<file path="src/rtl/vga_timing_pkg.sv">
// Shared constants for the VGA raster timing generator: 640x480@60 defaults,
// sync polarity encodings and the coordinate width.
package vga_timing_pkg;

    localparam int POS_W = 10;

    localparam int H_DISPLAY_DEF = 640;
    localparam int H_FRONT_DEF   = 16;
    localparam int H_SYNC_DEF    = 96;
    localparam int H_BACK_DEF    = 48;
    localparam int H_TOTAL_DEF   = H_DISPLAY_DEF + H_FRONT_DEF + H_SYNC_DEF + H_BACK_DEF;

    localparam int V_DISPLAY_DEF = 480;
    localparam int V_FRONT_DEF   = 10;
    localparam int V_SYNC_DEF    = 2;
    localparam int V_BACK_DEF    = 33;
    localparam int V_TOTAL_DEF   = V_DISPLAY_DEF + V_FRONT_DEF + V_SYNC_DEF + V_BACK_DEF;

    localparam logic SYNC_ACTIVE_LOW  = 1'b0;
    localparam logic SYNC_ACTIVE_HIGH = 1'b1;

endpackage

</file>
<file path="src/rtl/vga_axis_counter.sv">
// One raster axis: wrapping position counter with a registered sync window decode.
// pos_next is exported so the top can decode cross-axis signals without skew.
module vga_axis_counter
    import vga_timing_pkg::*;
#(
    parameter int   DISPLAY  = H_DISPLAY_DEF,
    parameter int   FRONT    = H_FRONT_DEF,
    parameter int   SYNC     = H_SYNC_DEF,
    parameter int   BACK     = H_BACK_DEF,
    parameter logic SYNC_POL = SYNC_ACTIVE_LOW
) (
    input  logic             clk,
    input  logic             rst_n,
    input  logic             inc,
    output logic [POS_W-1:0] pos,
    output logic [POS_W-1:0] pos_next,
    output logic             wrap,
    output logic             sync
);

    localparam int TOTAL = DISPLAY + FRONT + SYNC + BACK;
    localparam logic [POS_W-1:0] LAST    = POS_W'(TOTAL - 1);
    localparam logic [POS_W-1:0] SYNC_LO = POS_W'(DISPLAY + FRONT);
    localparam logic [POS_W-1:0] SYNC_HI = POS_W'(DISPLAY + FRONT + SYNC - 1);

    logic at_end;

    // >= rather than == so a forced out-of-range value recovers on the next step
    assign at_end = (pos >= LAST);
    assign wrap   = inc & at_end;

    always_comb begin
        pos_next = pos;
        if (inc)
            pos_next = at_end ? '0 : pos + 1'b1;
    end

    always_ff @(posedge clk) begin
        if (!rst_n) begin
            pos  <= '0;
            sync <= ~SYNC_POL;
        end else begin
            pos  <= pos_next;
            sync <= (pos_next >= SYNC_LO && pos_next <= SYNC_HI) ? SYNC_POL : ~SYNC_POL;
        end
    end

endmodule

</file>
<file path="src/rtl/vga_timing_core.sv">
// VGA raster timing generator: h/v axis counters, aligned blanking, sync and pulses.
// Optional frame counter built only when VGA_TIMING_FRAME_CNT_EN is defined.
module vga_timing_core
    import vga_timing_pkg::*;
#(
    parameter int   H_DISPLAY  = H_DISPLAY_DEF,
    parameter int   H_FRONT    = H_FRONT_DEF,
    parameter int   H_SYNC     = H_SYNC_DEF,
    parameter int   H_BACK     = H_BACK_DEF,
    parameter int   V_DISPLAY  = V_DISPLAY_DEF,
    parameter int   V_FRONT    = V_FRONT_DEF,
    parameter int   V_SYNC     = V_SYNC_DEF,
    parameter int   V_BACK     = V_BACK_DEF,
    parameter logic H_SYNC_POL = SYNC_ACTIVE_LOW,
    parameter logic V_SYNC_POL = SYNC_ACTIVE_LOW,
    parameter int   FRAME_W    = 10
) (
    input  logic               clk,
    input  logic               rst_n,
    input  logic               ce,
    output logic [POS_W-1:0]   hpos,
    output logic [POS_W-1:0]   vpos,
    output logic               display_on,
    output logic               hsync,
    output logic               vsync,
    output logic               line_start,
    output logic               frame_start,
    output logic [FRAME_W-1:0] frame_cnt
);

    logic             h_wrap, v_wrap, v_inc;
    logic [POS_W-1:0] h_next, v_next;

    assign v_inc = ce & h_wrap;

    vga_axis_counter #(
        .DISPLAY(H_DISPLAY), .FRONT(H_FRONT), .SYNC(H_SYNC), .BACK(H_BACK), .SYNC_POL(H_SYNC_POL)
    ) u_h_axis (
        .clk(clk), .rst_n(rst_n), .inc(ce),
        .pos(hpos), .pos_next(h_next), .wrap(h_wrap), .sync(hsync)
    );

    vga_axis_counter #(
        .DISPLAY(V_DISPLAY), .FRONT(V_FRONT), .SYNC(V_SYNC), .BACK(V_BACK), .SYNC_POL(V_SYNC_POL)
    ) u_v_axis (
        .clk(clk), .rst_n(rst_n), .inc(v_inc),
        .pos(vpos), .pos_next(v_next), .wrap(v_wrap), .sync(vsync)
    );

    // display_on only updates on ce so the blanked reset value holds until the first strobe
    always_ff @(posedge clk) begin
        if (!rst_n) begin
            display_on  <= 1'b0;
            line_start  <= 1'b0;
            frame_start <= 1'b0;
        end else begin
            line_start  <= h_wrap;
            frame_start <= v_wrap;
            if (ce)
                display_on <= (h_next < POS_W'(H_DISPLAY)) && (v_next < POS_W'(V_DISPLAY));
        end
    end

`ifdef VGA_TIMING_FRAME_CNT_EN
    localparam logic [POS_W-1:0] V_SYNC_START = POS_W'(V_DISPLAY + V_FRONT);

    logic [FRAME_W-1:0] frame_q;

    always_ff @(posedge clk) begin
        if (!rst_n)
            frame_q <= '0;
        else if (v_inc && v_next == V_SYNC_START)
            frame_q <= frame_q + 1'b1;
    end

    assign frame_cnt = frame_q;
`else
    assign frame_cnt = '0;
`endif

endmodule

</file>
<file path="config.mk">
export PLATFORM = sky130hd
export DESIGN_NAME = vga_timing_core
export DESIGN_NICKNAME = d
export VERILOG_FILES = /design/src/rtl/vga_timing_pkg.sv /design/src/rtl/vga_axis_counter.sv /design/src/rtl/vga_timing_core.sv
export SDC_FILE = /design/constraint.sdc
export NUM_CORES = 1
export LEC_CHECK = 0
export ABC_AREA = 1
export CORE_ASPECT_RATIO = 0.8
export CORE_MARGIN = 4
export CORE_UTILIZATION = 48
export DETAILED_ROUTE_END_ITERATION = 6
export GPL_ROUTABILITY_DRIVEN = 0
export PLACE_DENSITY = 0.75
export SLEW_MARGIN = 20
export SYNTH_ARGS = -nofsm -noshare
export SYNTH_HDL_FRONTEND = slang
export SYNTH_SLANG_ARGS = --single-unit
</file>
<file path="constraint.sdc">
create_clock -name clk -period 2 [get_ports clk]
set_input_delay 0.3 -clock clk [delete_from_list [all_inputs] [get_ports clk]]
set_output_delay 0.3 -clock clk [all_outputs]
set_load 0.01 [all_outputs]
</file>
Yosys cells after proc, flatten, opt, wreduce, memory -nomap -nowiden --
Cells that the tools add are included.
Storage, ports and cells: output and inout port bits 35, logic and storage cells 29, register bits after elaboration 25, bits in latches 0, memory bits (read-only) 0, memories 0, memory bits (writable) 0, input port bits 3
Operators by class: shifts and indexed selects 0, multiply operators 0, reduce and logical (&&, ||, !) cells 3, eq/ne operators 0, muxes and demuxes 6, add/subtract/negate cells 2, bitwise logic cells 3, magnitude comparators 8, divide/modulo/power cells 0
Operator list (count):
- 10-bit two-way mux | 4
- 10-bit greater-or-equal comparator, second input constant | 3
- 10-bit by 1-bit adder with 10-bit output, second input constant | 2
- 10-bit by 9-bit greater-or-equal comparator with 1-bit output, second input constant | 1
- 10-bit <= comparator, second input constant | 1
- 10-bit by 9-bit <= comparator with 1-bit output, second input constant | 1
- 10-bit < comparator, second input constant | 1
- 10-bit by 9-bit < comparator with 1-bit output, second input constant | 1
- 1-bit AND | 3
- 1-bit logical AND | 3
- 1-bit two-way mux | 2

Logic depth before layout (Yosys ltp) --
depth after elaboration 7, gate-level depth with buffers 12, mapped depth without buffers 12

By module --
A second synthesis with hierarchy kept.
Second synthesis, totals: cells, all modules 257, area, all modules 1642.8 um2
Modules (own cells, without submodules):
- vga_axis_counter (u_v_axis) | seq. area each 220.2 um2, instances 1, area each 718.2 um2, cells an instance 112
- vga_axis_counter (u_h_axis) | seq. area each 220.2 um2, instances 1, area each 716.9 um2, cells an instance 115
- vga_timing_core | seq. area each 60.1 um2, instances 1, area each 207.7 um2, cells an instance 30

Worst setup path after synthesis --
Ideal clock, no wire load.
path type reg2reg, from reg u_h_axis.pos[0], to reg u_v_axis.sync, slack 0.312 ns, cell stages (with the launch flop) 12, period minus slack after synthesis 1.688 ns, data required time 1.880 ns, path buffers 1, arrival time 1.568 ns, library setup time 0.120 ns, cells stage by stage dfxtp_1 > ha_1 > nand2_2 > nor2_4 > nor2_2 > nor2_4 > buf_6 > nor2_1 > a21oi_2 > nand2_1 > nor3_1 > nand2_1
On the way: longest elaborated chain between the ends 7, elaborated cells between the ends (all ways) 8, classes of those cells order compare: 3; mux: 2; bitwise: 2; reduce/logical: 1
Ends and longest elaborated chain:
- start: declaration | line vga_axis_counter.sv:15 | output logic [POS_W-1:0] pos,
- start signal: assignment | line vga_axis_counter.sv:43 | pos <= pos_next;
- 10-bit greater-or-equal comparator (*) | line vga_axis_counter.sv:29 | assign at_end = (pos >= LAST);
- 1-bit AND (*) | line vga_axis_counter.sv:30 | assign wrap = inc & at_end;
- 1-bit AND (*) | line vga_timing_core.sv:34 | assign v_inc = ce & h_wrap;
- 10-bit two-way mux (*) | line vga_axis_counter.sv:34 | if (inc)
- 10-bit by 9-bit greater-or-equal comparator with 1-bit output / 10-bit by 9-bit <= comparator with 1-bit output (equally long branches) | line vga_axis_counter.sv:44 | sync <= (pos_next >= SYNC_LO && pos_next <= SYNC_HI) ? SYNC_POL : ~SYNC_POL;
- 1-bit logical AND (*) | line vga_axis_counter.sv:44
- 1-bit two-way mux (*) | line vga_axis_counter.sv:44
- end signal: assignment | line vga_axis_counter.sv:41 | sync <= ~SYNC_POL;
- end signal: assignment | line vga_axis_counter.sv:44
- end: declaration | line vga_axis_counter.sv:18 | output logic sync
Every way passes the cells marked *; elsewhere a longest branch is shown, timed or not. A chain may end at the register's enable or synchronous reset.

Final worst setup path --
from reg u_h_axis.pos[1], to reg u_v_axis.sync
The elaborated chain is that of the path after synthesis.

==> flow_metrics.env <==
export IMPL_clk_latency_ps=270
export IMPL_io_buffers=27
export IMPL_yosysTopAreaCellShare_pct=34.3
export IMPL_topRoutingLayerUsed="met4"
export IMPL_drt_met1_wl_um=1600
export IMPL_clkSinkCount=25
export IMPL_status="complete, no violations"
export IMPL_fin_worst_skew_ps=4.08
export IMPL_vias=1395
export IMPL_wl_met2_um=1220
export IMPL_cts_inserted_buffers=3
export IMPL_cp_max_fo=5
export IMPL_cpLargestDelayFamily="simple AND/OR/NAND/NOR gates"
export IMPL_whs_ps=498
export IMPL_cp_slowest_cell="dfxtp_1"
export IMPL_syn_avg_cell_area_um2=6.67
export IMPL_path_depth=12
export IMPL_synth_common_cells="nand2_1 (55), inv_1 (33), nor2_1 (30)"
export IMPL_antenna_found_initial=0
export IMPL_r2r_end="u_v_axis.sync"
export IMPL_drt_wl_total_um=3200
export IMPL_start_kind="register"
export IMPL_crit_buf_inv=1
export IMPL_syn_inst=219
export IMPL_clk_path_buf_depth=2
export IMPL_gr_total_overflow=0
export IMPL_ios=38
export IMPL_cp_arrival_ps=1990
export IMPL_num_antenna_cells=0
export IMPL_reg2regPathDepth=12
export IMPL_ys_ff_latch=25
export IMPL_track_usage_pct=16.1
export IMPL_dr_wl_met3_um=350
export IMPL_die_area_mm2=0.00399
export IMPL_crit_path_start="u_h_axis.pos[1]"
export IMPL_cp_end_kind="register"
export IMPL_async_flop_share_pct=0
export IMPL_crit_path_frequent_cell="nand2_1"
export IMPL_fp_row_count=17
export IMPL_dp_hpwl_um=2480
export IMPL_n_fill_cell=231
export IMPL_num_nets_final=265
export IMPL_maxCapViolCount=0
export IMPL_synth_area_top_cells="dfxtp_1 (34%), nand2_1 (14%), inv_1 (8.5%)"
export IMPL_drcViolationCount=0
export IMPL_drive_gt1_share_pct=11.6
export IMPL_drtAntennaViolNets=0
export IMPL_syn_area_mm2=0.00146
export IMPL_reg2reg_slack_ps=180
export IMPL_cts_root_buf="clkbuf_8"
export IMPL_hold_class="reg2reg"
export IMPL_path_clk_slew_ps=90
export IMPL_drtIter0Drc=92
export IMPL_hold_viol_final=0
export IMPL_seq_area_frac_synth_pct=34.3
export IMPL_synth_top_area_cell="dfxtp_1"
export IMPL_die_y_um=57.3
export IMPL_critPathCapture="u_v_axis.sync"
export IMPL_path_class="reg2reg"
export IMPL_grt_pass1_vias=1136
export IMPL_coreArea_mm2=0.00283
export IMPL_ys_warnings_count=0
export IMPL_p_leak_uw=0.000830
export IMPL_multi_input_area_um2=771
export IMPL_maxSlewViolCount=0
export IMPL_fp_dieW_um=69.7
export IMPL_min_period_ps=1820
export IMPL_fmax_mhz=549
export IMPL_htree_levels=1
export IMPL_setup_violations_final=0
export IMPL_seq_area_um2=500
export IMPL_post_route_period_util_pct=91.0
export IMPL_synthDistinctLibCells=28
export IMPL_grt_max_degree=16
export IMPL_start_util_pct=51.6
export IMPL_synthFlopType="dfxtp_1"
export IMPL_holdPathStages=2
export IMPL_irDropWorstVdd_mv=0.469
export IMPL_area_growth_pct=26.8
export IMPL_drt_first_pass_iters=5
export IMPL_post_route_worst_setup_slack_ps=179
export IMPL_critPathMaxStageDelay_ps=340
export IMPL_viasPerCell=4.71
export IMPL_required_ps=2170
export IMPL_dp_slack_ps=-15.5
export IMPL_ctsResizeCount=0
export IMPL_grt_pass1_wl_um=5290
export IMPL_synth_most_common_cell="nand2_1"
export IMPL_synth_edff_count=0
export IMPL_path_cells="ha_1 > nand2_2 > nor2_4 > nor2_2 > nor2_4 > buf_4 > nand3_1 > nand2_1 > nor2_1 > nand2_1 > nor3_1 > nand2_1"
export IMPL_r2r_start="u_h_axis.pos[1]"
export IMPL_cts_tree="built"
export IMPL_detail_route_wl_per_cell_um=10.8
export IMPL_power_density_mw_per_mm2=470
-- cell families after synthesis --
| kind of cell | share of synthesized area [%] |
|---|---|
| flip-flops | 34.3 |
| other | 0.257 |
| adder cells (fa/ha/maj) | 2.57 |
| buffers and inverters | 15.7 |
| AND/OR/NAND/NOR | 37.9 |
| AO/OA/AOI/OAI | 6.34 |
| XOR/XNOR | 3.00 |
-- timing repair --
action                     in CTS  in global routing
setup buffers                   0                  1
hold buffers                    0                  0
setup endpoints to repair       0                  2
-- worst min path at each step --
stage	startpoint	end
after floorplan	rst_n	line_start
after global placement	display_on	display_on
after detailed placement	display_on	display_on
after CTS	display_on	display_on
after global routing	display_on	display_on
final	display_on	display_on
-- cell type report --
class | instances | area share (%)
multi-input cells | 156 | 41.6
flip-flops and latches | 25 | 27.0
clock inverters | 1 | 0.405
well taps | 38 | 2.57
repair buffers | 38 | 19.1
clock buffers | 3 | 2.23
inverters | 35 | 7.09
-- routing by layer --
layer,up-vias,GRT usage [%]
li1,738,-
met1,585,25.4
met2,67,21.5
met3,5,4.05
met4,0,4.10
met5,-,0
-- cell usage in the layout, fill, tap and decap left out --
cell | synthesis | layout
nor2_1 | 30 | 30
buf_4 | 11 | 11
dfxtp_1 | 25 | 25
nand3_2 | 3 | 3
clkdlybuf4s50_1 | 0 | 27
a211oi_1 | 1 | 1
a21oi_1 | 5 | 5
nand4_1 | 5 | 5
o21ai_0 | 5 | 5
nand3b_1 | 1 | 1
xor2_1 | 2 | 2
a21oi_2 | 1 | 1
nor3_1 | 6 | 6
nor2_4 | 2 | 2
clkinvlp_4 | 0 | 1
nand2_1 | 55 | 55
nor3b_1 | 2 | 2
inv_2 | 2 | 2
xnor2_1 | 3 | 3
nand3_1 | 12 | 12
nor2_2 | 1 | 2
and2_1 | 1 | 1
o21ai_1 | 2 | 2
conb_1 | 1 | 10
ha_1 | 3 | 3
clkbuf_8 | 0 | 3
nand2_2 | 4 | 4
inv_1 | 33 | 33
o21ai_4 | 1 | 1
-- registers in the layout (all words and copies together) (netlist names) --
register,count
frame_start,1
display_on,1
u_v_axis.sync,1
line_start,1
u_h_axis.sync,1
u_v_axis.pos,10
u_h_axis.pos,10
-- per-stage QoR --
stage	utilization, %	setup TNS, ps	std cells	power [µW]	cell area [µm²]
after global placement	63.2	0	290	574	1790
after floorplan	-	0	228	563	1490
final	65.5	0	296	871	1850
after detailed placement	63.2	-15.5	290	574	1790
after CTS	65.0	0	294	887	1840
after global routing	65.5	-0.289	296	909	1850
-- report_power, final --
| part | switching (µW) | total (µW) | internal [µW] | leakage (µW) |
|---|---|---|---|---|
| logic | 32.1 | 56.3 | 24.3 | 0.000606 |
| clock network | 166 | 308 | 141 | 0.0000217 |
| registers | 4.09 | 507 | 503 | 0.000202 |
-- worst reg2reg max path, cell delays in order, from the launching register on --
cell     delay, ps
dfxtp_1        340
ha_1           210
nand2_2        100
nor2_4          60
nor2_2         190
nor2_4          90
buf_4          150
nand3_1         50
nand2_1         70
nor2_1         100
nand2_1        100
nor3_1         200
nand2_1         60
(Power assumes the default switching activity.)
